<file path="config.mk">
export PLATFORM = sky130hd
export DESIGN_NAME = pcm_frame_packer
export DESIGN_NICKNAME = d
export VERILOG_FILES = /design/src/rtl/pcm_frame_packer.sv
export SDC_FILE = /design/constraint.sdc
export NUM_CORES = 1
export LEC_CHECK = 0
export ABC_AREA = 1
export BUFFER_PORTS_ARGS = -buffer_cell sky130_fd_sc_hd__buf_4
export CAP_MARGIN = 25
export CORE_MARGIN = 2
export CORE_UTILIZATION = 42
export CTS_BUF_LIST = sky130_fd_sc_hd__clkbuf_8
export DETAILED_ROUTE_END_ITERATION = 7
export GPL_ROUTABILITY_DRIVEN = 0
export PLACE_DENSITY = 0.61
export SYNTH_ARGS = -nofsm -noshare
export SYNTH_HDL_FRONTEND = slang
export SYNTH_SLANG_ARGS = --single-unit
</file>
<file path="constraint.sdc">
create_clock -name clk -period 4.6 [get_ports clk]
set_input_delay 0.46 -clock clk [delete_from_list [all_inputs] [get_ports clk]]
set_output_delay 0.46 -clock clk [all_outputs]
set_load 0.005 [all_outputs]
</file>
<file path="src/rtl/pcm_frame_packer.sv">
// Serialises multi-channel PCM frames into a byte stream (LSB first, channel 0 first),
// with a periodic sync word so the host can realign, and drop counting for overrun frames.
module pcm_frame_packer #(
  parameter int                        SAMPLE_BYTES  = 3,
  parameter int                        CHANNELS      = 1,
  parameter int                        SYNC_INTERVAL = 128,
  parameter int                        SYNC_BYTES    = 3,
  parameter logic [SYNC_BYTES*8-1:0]   SYNC_WORD     = 24'hAAFF00,
  parameter int                        CNT_WIDTH     = 16
) (
  input  logic                               clk,
  input  logic                               rst,
  input  logic                               enable,
  input  logic                               frame_valid,
  input  logic [CHANNELS*SAMPLE_BYTES*8-1:0] frame_data,
  output logic [7:0]                         byte_data,
  output logic                               byte_valid,
  input  logic                               byte_ready,
  output logic                               busy,
  output logic [CNT_WIDTH-1:0]               drop_count
);

  localparam int FRAME_BYTES = CHANNELS * SAMPLE_BYTES;
  localparam int MAX_BYTES   = (FRAME_BYTES > SYNC_BYTES) ? FRAME_BYTES : SYNC_BYTES;
  // The byte index walks both the sync word and the frame, so it covers the longer one.
  localparam int IDX_W       = $clog2(MAX_BYTES + 1);
  localparam int FC_W        = (SYNC_INTERVAL > 1) ? $clog2(SYNC_INTERVAL) : 1;
  localparam bit SYNC_EN     = (SYNC_INTERVAL != 0);
  localparam int LAST_FC     = SYNC_EN ? SYNC_INTERVAL - 1 : 0;

  typedef enum logic [1:0] {
    S_IDLE,
    S_SYNC,
    S_DATA
  } state_t;

  state_t                       state_q, state_d;
  logic [IDX_W-1:0]             idx_q, idx_d;
  logic [FC_W-1:0]              fcnt_q;
  logic [FRAME_BYTES*8-1:0]     frame_q;
  logic [FRAME_BYTES*8-1:0]     frame_src;
  logic [MAX_BYTES*8-1:0]       frame_pad;
  logic [MAX_BYTES*8-1:0]       sync_pad;
  logic [7:0]                   next_byte;
  logic                         xfer;
  logic                         sync_last;
  logic                         data_last;
  logic                         frame_done;
  logic                         accept;
  logic                         drop;
  logic                         start_sync;

  assign xfer       = byte_valid && byte_ready;
  assign sync_last  = (idx_q == IDX_W'(SYNC_BYTES - 1));
  assign data_last  = (idx_q == IDX_W'(FRAME_BYTES - 1));
  assign frame_done = xfer && (state_q == S_DATA) && data_last;
  // A new frame is taken when idle, or on the very cycle the last byte leaves (no gap).
  assign accept     = frame_valid && enable && ((state_q == S_IDLE) || frame_done);
  assign drop       = frame_valid && !accept;
  assign start_sync = SYNC_EN && (fcnt_q == '0);

  assign byte_valid = (state_q != S_IDLE);
  assign busy       = (state_q != S_IDLE);

  always_comb begin
    // NOTE: every combinational output gets a default first so no path leaves it unassigned,
    // which would otherwise infer a latch.
    state_d = state_q;
    idx_d   = idx_q;
    unique case (state_q)
      S_SYNC: begin
        if (xfer) begin
          if (sync_last) begin
            state_d = S_DATA;
            idx_d   = '0;
          end else begin
            idx_d = idx_q + IDX_W'(1);
          end
        end
      end
      S_DATA: begin
        if (xfer) begin
          if (data_last) begin
            state_d = S_IDLE;
            idx_d   = '0;
          end else begin
            idx_d = idx_q + IDX_W'(1);
          end
        end
      end
      default: ;
    endcase
    if (accept) begin
      state_d = start_sync ? S_SYNC : S_DATA;
      idx_d   = '0;
    end
  end

  // Byte lookup uses the incoming frame on the accept cycle so the first byte is not delayed.
  assign frame_src = accept ? frame_data : frame_q;
  assign frame_pad = (MAX_BYTES*8)'(frame_src);
  assign sync_pad  = (MAX_BYTES*8)'(SYNC_WORD);
  assign next_byte = (state_d == S_SYNC) ? sync_pad[8*int'(idx_d) +: 8]
                                         : frame_pad[8*int'(idx_d) +: 8];

  always_ff @(posedge clk) begin
    // NOTE: sequential state uses non-blocking assignments so every flop samples pre-edge values.
    if (rst) begin
      state_q    <= S_IDLE;
      idx_q      <= '0;
      byte_data  <= '0;
      fcnt_q     <= '0;
      drop_count <= '0;
    end else begin
      state_q <= state_d;
      idx_q   <= idx_d;
      if (state_d != S_IDLE) begin
        byte_data <= next_byte;
      end
      if (accept) begin
        if (!SYNC_EN || (fcnt_q == FC_W'(LAST_FC))) begin
          fcnt_q <= '0;
        end else begin
          fcnt_q <= fcnt_q + FC_W'(1);
        end
      end
      if (drop && (drop_count != '1)) begin
        drop_count <= drop_count + CNT_WIDTH'(1);
      end
    end
  end

  // NOTE: the frame holding register is pure datapath, only read after an accept loads it,
  // so it carries no reset.
  always_ff @(posedge clk) begin
    if (accept) begin
      frame_q <= frame_data;
    end
  end

endmodule

</file>
# --- Word level (Yosys, flattened, before mapping) ---
# Index checks and enable logic that the tools add are counted.
op_classes:
  n_addsub: 3
  n_mul: 0
  n_div: 0
  magnitude_cmp: 0
  eq_ne: 6
  shift: 2
  mux: 14
  bitwise: 0
  reduce_logical: 14
op_table:
  columns: ["cell", "count"]
  rows:
  - ["24-bit 2-to-1 mux", 1]
  - ["24-bit by 6-bit variable part select with 8-bit output", 1]
  - ["24-bit by 6-bit variable part select with 8-bit output (first input constant)", 1]
  - ["2-bit 2-to-1 mux", 10]
  - ["16-bit by 1-bit adder with 16-bit output (second input constant)", 1]
  - ["16-bit inequality test (second input constant)", 1]
  - ["8-bit 2-to-1 mux", 1]
  - ["7-bit by 1-bit adder with 7-bit output (second input constant)", 1]
  - ["7-bit equality test (second input constant)", 1]
  - ["1-bit logical AND", 7]
  - ["7-bit zero test", 1]
  - ["7-bit 2-to-1 mux", 1]
  - ["2-bit by 1-bit equality test with 1-bit output (second input constant)", 2]
  - ["2-bit equality test (second input constant)", 2]
  - ["2-bit one-hot mux with 2 select lines", 1]
  - ["2-bit nonzero test", 2]
  - ["2-bit by 1-bit adder with 2-bit output (second input constant)", 1]
  - ["2-bit zero test", 1]
  - ["2-bit OR reduction", 1]
  - ["1-bit zero test", 1]
  - ["1-bit logical OR", 1]
word_totals:
  regBits: 59
  latchBits: 0
  mem_bits_rw: 0
  mem_bits_ro: 0
  input_bits: 29
  memories: 0

# --- Logic depth before layout (Yosys ltp) ---
# Gate-level depths: netlist (run 1).
depth:
  word_depth: 9
  depth_mapped: 15

# --- Worst setup path before layout (run 1) ---
# OpenSTA, ideal clock, no wires.
synth_path:
  kind: "register to register"
  start: "register state_q[0]"
  end: "register byte_data[1]"
  setup_time_ps: 119
  t_arrival_ps: 1794
  path_slack_ps: 2687
  stages_incl_launch_ff: 15
  n_path_buf: 2
  synth_period_minus_slack_ps: 1913
  cell_sequence: "dfxtp_1 > inv_1 > ha_1 > inv_2 > nand3_1 > o21bai_4 > nand2_2 > buf_6 > nand2_1 > nand2_1 > nand2_1 > buf_4 > nand2_1 > a21oi_1 > a21oi_1"
synth_between:
  elab_chain_cells: 9
  word_cells_on_any_way: 25
  cone_classes: "eq/ne: 3; shift: 2; mux: 11; reduce/logical: 9"
synth_lines:
  columns: ["element", "line_no", "rtl"]
  rows:
  - ["from (decl)", "37", "state_t state_q, state_d;"]
  - ["from (signal assigned)", "115", "state_q <= state_d;"]
  - ["2-bit nonzero test *", null, null]
  - ["via busy", "19", "output logic busy,"]
  - ["1-bit logical AND *", "53", "assign xfer = byte_valid && byte_ready;"]
  - ["1-bit logical AND (2 in a row)", "56", "assign frame_done = xfer && (state_q == S_DATA) && data_last;"]
  - ["1-bit logical OR", "58", "assign accept = frame_valid && enable && ((state_q == S_IDLE) || frame_done);"]
  - ["1-bit logical AND", "58", null]
  - ["24-bit 2-to-1 mux / 2-bit 2-to-1 mux (equally long branches)", null, null]
  - ["24-bit by 6-bit variable part select with 8-bit output (tied with other cells)", "104", ": frame_pad[8*int'(idx_d) +: 8];"]
  - ["8-bit 2-to-1 mux", "103", "assign next_byte = (state_d == S_SYNC) ? sync_pad[8*int'(idx_d) +: 8]"]
  - ["to (signal assigned)", "118", "byte_data <= next_byte;"]
  - ["to (decl)", "16", "output logic [7:0] byte_data,"]
# Mark *: on every way through the listed nets, which the timed path passes. The rest lies on a longest branch.
# A chain may end at the register's enable or synchronous reset.

# --- Worst setup path after layout (run 1) ---
layout_path:
  start: "register state_q[0]"
  end: "register drop_count[12]"
layout_between:
  elab_chain_cells: 9
  word_cells_on_any_way: 11
  cone_classes: "eq/ne: 1; reduce/logical: 10"
layout_lines:
  columns: ["element", "line_no", "rtl"]
  rows:
  - ["2-bit nonzero test", "62", "assign byte_valid = (state_q != S_IDLE);"]
  - ["1-bit logical AND", "53", null]
  - ["1-bit logical AND (2 in a row)", "56", null]
  - ["1-bit logical OR *", "58", null]
  - ["1-bit logical AND *", "58", null]
  - ["1-bit zero test *", "59", "assign drop = frame_valid && !accept;"]
  - ["1-bit logical AND *", "59", null]
  - ["1-bit logical AND *", "127", "if (drop && (drop_count != '1)) begin"]
  - ["to (signal assigned)", "128", "drop_count <= drop_count + CNT_WIDTH'(1);"]
  - ["to (decl)", "20", "output logic [CNT_WIDTH-1:0] drop_count"]
# Every way passes the cells marked *; elsewhere a longest branch is shown, timed or not.

==> results of run 1 <==
metrics by stage:
step	total power [W]	instance area [um^2]	hold slack (ps)	instances
after CTS	0.00140	3630	336	578
after global routing	0.00147	3630	338	578
after global placement	0.000824	3390	424	562
after floorplan	0.000759	2970	414	427
after detailed placement	0.000828	3390	430	562
final	0.00139	3630	346	578
state kept, by name, indices dropped and copies added, names as in the netlist:
register	flops
frame_q	24
drop_count	16
state_q	2
byte_data	8
idx_q	2
fcnt_q	7
final cells by class:
class | instances | area, um^2 | area share
Timing Repair Buffer | 55 | 413 | 0.114
Inverter | 57 | 214 | 0.0590
Sequential cell | 59 | 1180 | 0.326
Multi-Input combinational cell | 295 | 1460 | 0.402
Clock buffer | 10 | 138 | 0.0379
Tap cell | 96 | 120 | 0.0331
Clock inverter | 6 | 104 | 0.0286
routing by layer:
metal | track usage | vias to the layer above | share of wire
li1 | - | 1455 | -
met3 | 0.0566 | 4 | 0.045
met5 | 0 | - | 0
met4 | 0.0606 | 0 | 0.0064
met1 | 0.260 | 1234 | 0.50
met2 | 0.270 | 63 | 0.45
logic make-up after synthesis:
group,after synthesis,synth area share
AOI/OAI and AO/OA,62,0.115
and+or+nand+nor,216,0.318
buffers and inverters,73,0.112
xor gates and xnor gates,11,0.0324
DFF,59,0.397
adders and majority gates,6,0.0252
worst register-to-register path: cells and delay by family (launching register included):
kind	cells	cell delay, ps
AO/OA/AOI/OAI	2	400
adder cells (fa/ha/maj)	1	240
buffers and inverters	4	1040
flip-flops	1	380
AND/OR/NAND/NOR	5	540
worst max-delay path by stage:
| stage | start | endpoint | slack, ps | cells past startpoint |
|---|---|---|---|---|
| 2_1_floorplan | state_q[0] | byte_data[1] | 2690 | 14 |
| 3_5_place_dp | state_q[0] | drop_count[5] | 1850 | 14 |
| 4_1_cts | state_q[0] | drop_count[5] | 1830 | 14 |
| 5_1_grt | state_q[0] | drop_count[6] | 1570 | 14 |
| 6_report | state_q[0] | drop_count[12] | 1870 | 12 |
| 3_3_place_gp | state_q[0] | drop_count[12] | 1980 | 12 |
cells in the mapped netlist:
| cell type | count |
|---|---|
| ha_1 | 6 |
| nand2_1 | 128 |
| o21ai_2 | 1 |
| o21bai_4 | 1 |
| a21oi_1 | 30 |
| inv_1 | 53 |
| and3_1 | 1 |
| dfxtp_1 | 59 |
| xnor2_1 | 4 |
| o21ai_0 | 28 |
| o21ai_4 | 1 |
| a211oi_1 | 1 |
| nand3_2 | 1 |
| xor2_1 | 7 |
| nor2_1 | 27 |
| nor3_2 | 1 |
| nor3b_1 | 1 |
| nor4_4 | 1 |
| buf_6 | 5 |
| nor3_4 | 1 |
| nand4_1 | 7 |
| nor3_1 | 6 |
| nand3b_1 | 1 |
| nand2_2 | 3 |
| clkbuf_1 | 3 |
| buf_4 | 5 |
| nor4_1 | 2 |
| inv_2 | 4 |
| buf_2 | 3 |
| nand3_1 | 36 |
power by group:
group          internal (W)  switching, W
Clock              0.000371      0.000204
Sequential         0.000569     0.0000203
Combinational     0.0000918      0.000136
Total               0.00103      0.000360
==> metrics.cfg, run 1 <==
[detailed_routing]
drt-initial-drc-count = 226
vias = 2756
postRouteWirelength_mm = 6.84
post_drt_via_cell_ratio = 4.77
antenna_left = 0
routedWlPerCell_um = 11.8
post-route-drc-count = 0
drt-pass1-iter-count = 4

[worst_setup_path]
cp_top_family = buffers and inverters
crit_chain = inv_1, ha_1, o21bai_4, nand2_2, buf_4, inv_1, nor2_1, o21ai_4, inv_2, nand4_1, nand2_1, nor2_1
cp-start-kind = flop
max_stage_delay_ps = 390
crit_arrival_ps = 2960
slowest_stage = buf_4
cp.buffers_inverters = 4
cp_data_required_time_ps = 4830
reg2reg_to = drop_count[12]
path_max_fanout = 47
rr_startpoint = state_q[0]
reg2reg_depth = 12
rrSetupSlack_ps = 1870
cp-end-kind = flop
setup.worst_path.class = reg -> reg

[synth]
synthTopCellsByArea = dfxtp_1 40%, nand2_1 16%, inv_1 6.7%
syn-instance-count = 427
yosysWarnings = 0
ys_ff_latch = 59
avgSynthCellArea_um2 = 6.97
synth.largest_area_cell = dfxtp_1
synth_area_mm2 = 0.00297
netlist.area_leader.share = 0.397
synthDistinctLibCells = 30
syn_nets = 462
yosysSeqAreaShare = 0.397

[placement]
dpl_worst_slack_ps = 1850
port_buffers = 54
dp_hpwl_mm = 4.89

[global_route]
grt_pass1_wl_mm = 11.0
gr-total-overflow = 0
grtUsageTotal = 0.185
grt_max_degree = 48
antenna_found_initial = 0
grt_pass1_vias = 2349

[floorplanning]
core_mm2 = 0.00683
core.rowCount = 30
fp.dieW_um = 88.2
start_util = 0.435
dieArea_mm2 = 0.00777
ios = 55
die_y_um = 88.2

[timing]
rsz0062_at_grt = no
setup_ws_ps = 1870
period_share = 0.593
worst_slew_pin_slew_ps = 628
setup_tns_ps = 0
slew_viol_final = 0
slew_headroom = 0.581
hold_viol = 0
fin_crit_ps = 2730
fmax_ghz = 0.367
clock_skew_ps = 6.90
setup_viol = 0

[pwr]
p_leak_nw = 1.76
ir_worst_vdd_mv = 0.209
p_per_area_mw_per_mm2 = 384

[clock_tree]
cts_setup_buffers = 0
path_clk_slew_ps = 60
clock_sinks = 59
cts_tree = yes
numCtsBuffers = 9
cts-root-buf = clkbuf_8
cts_resized = 0
h-tree-depth = 3
clk_path_buf_depth = 2
cts_hold_buf = 0
clock_latency_ps = 330

[cells_and_area]
drive_above_1_share = 0.174
fin_util = 0.531
final_cell_mix = 128 x nand2_1, 59 x dfxtp_1, 55 x buf_4
fillCellCount = 702
layout_commonest_cell = nand2_1
areaGrowthSynthToFinish_pct = 22.0
final_nets = 512
antenna_cells = 0

[run_status]
status = completed

[hold_path]
min_delay_path_depth = 3
min_to = frame_q[18]
hold_start = frame_data[18]
hold_path_class = in -> reg

[job]
drv_cap = 0

Power figures use the tool's default switching activity.
==> run 2: changes to the inputs <==
PLACE_DENSITY = 0.63   (was 0.61)
clock period = 2.3 ns   (was 4.6 ns; I/O delays follow)
==> run 2 against run 1 <==
Compared with the run above: non-clock buffer count is 8 higher; worst hold slack worse by 230 ps; die area stayed put; clock skew hardly changed; sequential power is 100% higher; maximum frequency is 27% higher; clock power is 71% higher; sequential share of layout area is 0.47 points lower; sequential cell count stayed put; first-iteration DRC count is 30% lower; critical path depth is 1 lower; critical endpoint is now byte_data[1]; largest power group unchanged.
==> metrics.cfg, run 2 (same netlist as run 1, synthesis figures left out) <==
[run_status]
status = completed

[cells_and_area]
antenna_cells = 0
final_cell_mix = 128 x nand2_1, 61 x buf_4, 58 x dfxtp_1
reg.largest.list = frame_q: 24 flops, drop_count: 16 flops, byte_data: 8 flops
largest_reg_flops = 24
regMostFlops = frame_q
layout_commonest_cell = nand2_1
stdcell_count = 586
final_nets = 520
areaGrowthSynthToFinish_pct = 23.9
drive_above_1_share = 0.194

[clock_tree]
cts-root-buf = clkbuf_8
cts_hold_buf = 0
numCtsBuffers = 9
clk_path_buf_depth = 2
clock_latency_ps = 330
path_clk_slew_ps = 70
h-tree-depth = 3
clock_sinks = 59
cts_tree = yes

[worst_setup_path]
setup.worst_path.class = reg -> reg
cp-start-kind = flop
cp_top_family = compound AO/OA/AOI/OAI gates
cp.buffers_inverters = 3
max_stage_delay_ps = 360
slowest_stage = dfxtp_2
cp-end-kind = flop
cp_data_required_time_ps = 2520
reg2reg_depth = 11
path_common_cell = nand3_1
crit_arrival_ps = 2370
critical_path_depth = 11
path_max_fanout = 25
crit_chain = inv_1, ha_1, inv_2, nand3_1, o21bai_4, nand2_4, buf_4, o21ai_0, nand3_1, nand3_1, a21oi_1

[global_route]
grt_max_degree = 26
grtUsageTotal = 0.188
grt_pass1_wl_mm = 11.4
antenna_found_initial = 0
gr-total-overflow = 0
grt_pass1_vias = 2450

[floorplanning]
dieArea_mm2 = 0.00777
ios = 55
start_util = 0.435
fp.dieW_um = 88.2
die_y_um = 88.2
core_mm2 = 0.00683
core.rowCount = 30

[placement]
dp.cells = 567
port_buffers = 54
dp_hpwl_mm = 5.30
dpl_worst_slack_ps = -15.6

[timing]
clock_skew_ps = 6.80
worst_slew_pin_slew_ps = 539
setup_ws_ps = 149
setup_tns_ps = 0
slew_headroom = 0.640
period_share = 0.935
hold_viol = 0
fmax_ghz = 0.465
fin_crit_ps = 2150
slew_viol_final = 0
rsz0062_at_grt = no
setup_viol = 0

[pwr]
ir_worst_vdd_mv = 0.402
p_leak_nw = 1.79
p_per_area_mw_per_mm2 = 722
power_w = 0.00266

[detailed_routing]
routedWlPerCell_um = 12.2
antenna_left = 0
drt-initial-drc-count = 158
vias = 2838
post_drt_via_cell_ratio = 4.84
postRouteWirelength_mm = 7.12
drt-pass1-iter-count = 4
post-route-drc-count = 0

[hold_path]
min_delay_path_depth = 3
hold_path_class = in -> reg

[job]
drv_cap = 0

-- run 2: path summary, 6_finish.rpt --
kind / end / slack [ps] / startpoint
setup reg to reg: byte_data[1] / 150 / state_q[0]
hold reg to reg: frame_q[4] / 450 / frame_q[4]
hold / removal: frame_q[18] / 120 / frame_data[18]
setup / recovery: byte_data[1] / 150 / state_q[0]
-- run 2: worst min-delay path: stages --
cell and delay (ps):
buf_4 80, nand2_1 40, nand2_1 60
-- run 2: final cells by class --
class,instances,area [um^2]
fillers,705,3150
clock buffers,12,165
multi-input cells,295,1480
inverters,57,214
repair buffers,63,480
flip-flops and latches,59,1180
clock inverters,4,47.5
well taps,96,120
-- run 2: report_power, final --
group | total, W | internal, W | switching [W]
logic | 0.000492 | 0.000206 | 0.000286
clock network | 0.000985 | 0.000585 | 0.000400
registers | 0.00118 | 0.00114 | 0.0000443
total | 0.00266 | 0.00193 | 0.000730
-- run 2: timing repair --
item / 4_1_cts / 5_1_grt
pin swaps: 0 / 1
setup endpoints to repair: 1 / 27
resized for setup: 1 / 14
setup buffers: 0 / 3
hold endpoints to repair: 0 / 0
-- run 2: per-stage QoR --
step / instance area [um^2] / util / hold slack (ps)
floorplan: 2970 / - / 353
global placement: 3420 / 0.501 / 424
detailed placement: 3420 / 0.501 / 432
CTS: 3640 / 0.532 / 104
global route: 3690 / 0.540 / 99.5
finish: 3690 / 0.540 / 116
-- run 2: per-layer routing --
layer  up-vias  global-route usage  part of all wire
met5         -                   0                 0
met4         0              0.0579             0.012
met3        10              0.0566             0.049
li1       1478                   -                 -
met2        58               0.289              0.47
met1      1292               0.256              0.47
==> run 3: changes to the inputs <==
PLACE_DENSITY = 0.61   (was 0.63)
clock period = 2.4 ns   (was 2.3 ns; I/O delays follow)
==> run 3 against run 2 <==
Compared with the run above: worst hold slack worse by 6.7 ps; setup slack improved by 81 ps; maximum frequency decreased by 0.88%; sequential share of layout area increased by 0.35 points; critical path depth stayed put; clock skew is 4.8 ps higher; first-iteration DRC count rose by 23%; via count is 0.35% lower; final cell count fell by 0.17%; critical endpoint unchanged; largest power group unchanged; power shrank 6.2%; routed wire length rose by 0.32%.
==> metrics.cfg, run 3 (same netlist as run 1, synthesis figures left out) <==
[detailed_routing]
routedWlPerCell_um = 12.2
drt-pass1-iter-count = 4
postRouteWirelength_mm = 7.14
antenna_left = 0
post_drt_via_cell_ratio = 4.83
vias = 2828
drt-initial-drc-count = 195
post-route-drc-count = 0

[hold_path]
min_to = frame_q[1]
min_delay_path_depth = 3
hold_start = frame_data[1]
hold_path_class = in -> reg

[global_route]
grt_pass1_vias = 2501
grt_max_degree = 36
busiest_layer = met1
gr-total-overflow = 0
antenna_found_initial = 0
grtUsageTotal = 0.194
grt_pass1_wl_mm = 11.7
grt_use_met1 = 0.289
met3_usage = 0.0330
use_met2 = 0.277

[clock_tree]
clock_sinks = 59
clk_path_buf_depth = 2
clock_latency_ps = 340
path_clk_slew_ps = 70
h-tree-depth = 3
cts_tree = yes
numCtsBuffers = 9
cts-root-buf = clkbuf_8

[floorplanning]
start_util = 0.435
core_mm2 = 0.00683
dieArea_mm2 = 0.00777
die_y_um = 88.2
fp.dieW_um = 88.2
ios = 55
core.rowCount = 30

[timing]
hold_viol = 0
worst_slew_pin_slew_ps = 596
period_share = 0.904
setup_viol = 0
fin_crit_ps = 2170
slew_viol_final = 0
rsz0062_at_grt = no
slew_headroom = 0.602
fmax_ghz = 0.461
setup_tns_ps = 0
clock_skew_ps = 11.6
setup_ws_ps = 230

[placement]
dpl_worst_slack_ps = 201
port_buffers = 54
dp_hpwl_mm = 5.20

[pwr]
p_leak_nw = 1.77
power_frac_clock = 0.365
power_frac_comb = 0.182
swShare = 0.287
p_int_w = 0.00178
p_sw_w = 0.000715
ir_worst_vdd_mv = 0.400
p_per_area_mw_per_mm2 = 685
seqPwrFrac = 0.453

[worst_setup_path]
rrSetupSlack_ps = 230
cp-end-kind = flop
reg2reg_depth = 11
setup.worst_path.class = reg -> reg
max_stage_delay_ps = 370
slowest_stage = dfxtp_1
path_max_fanout = 10
cp_data_required_time_ps = 2630
crit_arrival_ps = 2400
crit_chain = inv_1, ha_1, inv_2, nand3_1, o21bai_4, buf_4, nand3b_1, nand3_1, inv_1, a21oi_1, a21oi_1
cp-start-kind = flop
reg2reg_to = byte_data[1]
rr_startpoint = state_q[0]

[cells_and_area]
antenna_cells = 0
layout_commonest_cell = nand2_1
final_nets = 519
areaGrowthSynthToFinish_pct = 22.5
fillCellCount = 693
final_cell_mix = 128 x nand2_1, 62 x buf_4, 59 x dfxtp_1
regMostFlops = frame_q
drive_above_1_share = 0.188
reg.largest.list = frame_q: 24 flops, drop_count: 16 flops, byte_data: 8 flops
largest_reg_flops = 24

[job]
drv_cap = 0

[run_status]
status = completed

## run 3: cell types whose count changed in the layout (fill, tap and decap cells not counted), sizes merged
| cell | before | now |
|---|---|---|
| clkbuf | 12 | 10 |
| buf | 63 | 62 |
| clkinv | 2 | 3 |
| clkinvlp | 1 | 2 |
## run 3: layer usage
metal,routed length (um),part of all wire
met1,3660,0.51
met3,284,0.040
met2,3070,0.43
met4,129,0.018
met5,0,0
## run 3: repair_timing
item,CTS,global route
setup endpoints to repair,0,15
hold buffers,0,0
buffers inserted,0,0
resized for setup,0,2
## run 3: final cells by class
type | instances | area (um^2) | share of cell area
Clock buffer | 10 | 138 | 0.0378
Clock inverter | 6 | 56.3 | 0.0155
Multi-Input combinational cell | 295 | 1460 | 0.402
Tap cell | 96 | 120 | 0.0330
Timing Repair Buffer | 62 | 465 | 0.128
Inverter | 57 | 218 | 0.0598
Sequential cell | 59 | 1180 | 0.324
## run 3: critical path: cells and delay by family, from the launching register on
| kind | cells | cell delay [ps] |
|---|---|---|
| flip-flops | 1 | 370 |
| AND/OR/NAND/NOR | 3 | 530 |
| buffers and inverters | 4 | 530 |
| AO/OA/AOI/OAI | 3 | 400 |
| adder cells (fa/ha/maj) | 1 | 230 |
## run 3: metrics by stage
step / power, W / area [um^2] / hold WS (ps) / std cells / utilization
after floorplan: 0.00145 / 2970 / 363 / 427 / -
after global placement: 0.00160 / 3440 / 423 / 569 / 0.503
after detailed placement: 0.00160 / 3440 / 431 / 569 / 0.503
after CTS: 0.00251 / 3630 / 106 / 585 / 0.532
after global routing: 0.00263 / 3640 / 140 / 585 / 0.533
final: 0.00249 / 3640 / 110 / 585 / 0.533
## run 3: how the worst max path moves through the flow
stage	startpoint	end	slack (ps)	depth (start not counted)
2_1_floorplan	state_q[0]	byte_data[1]	490	14
3_3_place_gp	state_q[0]	drop_count[3]	260	13
3_5_place_dp	state_q[0]	drop_count[3]	200	13
4_1_cts	state_q[0]	byte_data[0]	190	11
5_1_grt	state_q[0]	byte_data[0]	40	11
6_report	state_q[0]	byte_data[1]	230	11
## run 3: power groups by stage
| stage | combinational [W] | sequential [W] | clock [W] |
|---|---|---|---|
| after detailed placement | 0.000451 | 0.00115 | 0 |
| after global placement | 0.000445 | 0.00115 | 0 |
| after global routing | 0.000527 | 0.00114 | 0.000964 |
| after CTS | 0.000454 | 0.00113 | 0.000922 |
| after floorplan | 0.000310 | 0.00114 | 0 |
| final | 0.000455 | 0.00113 | 0.000909 |
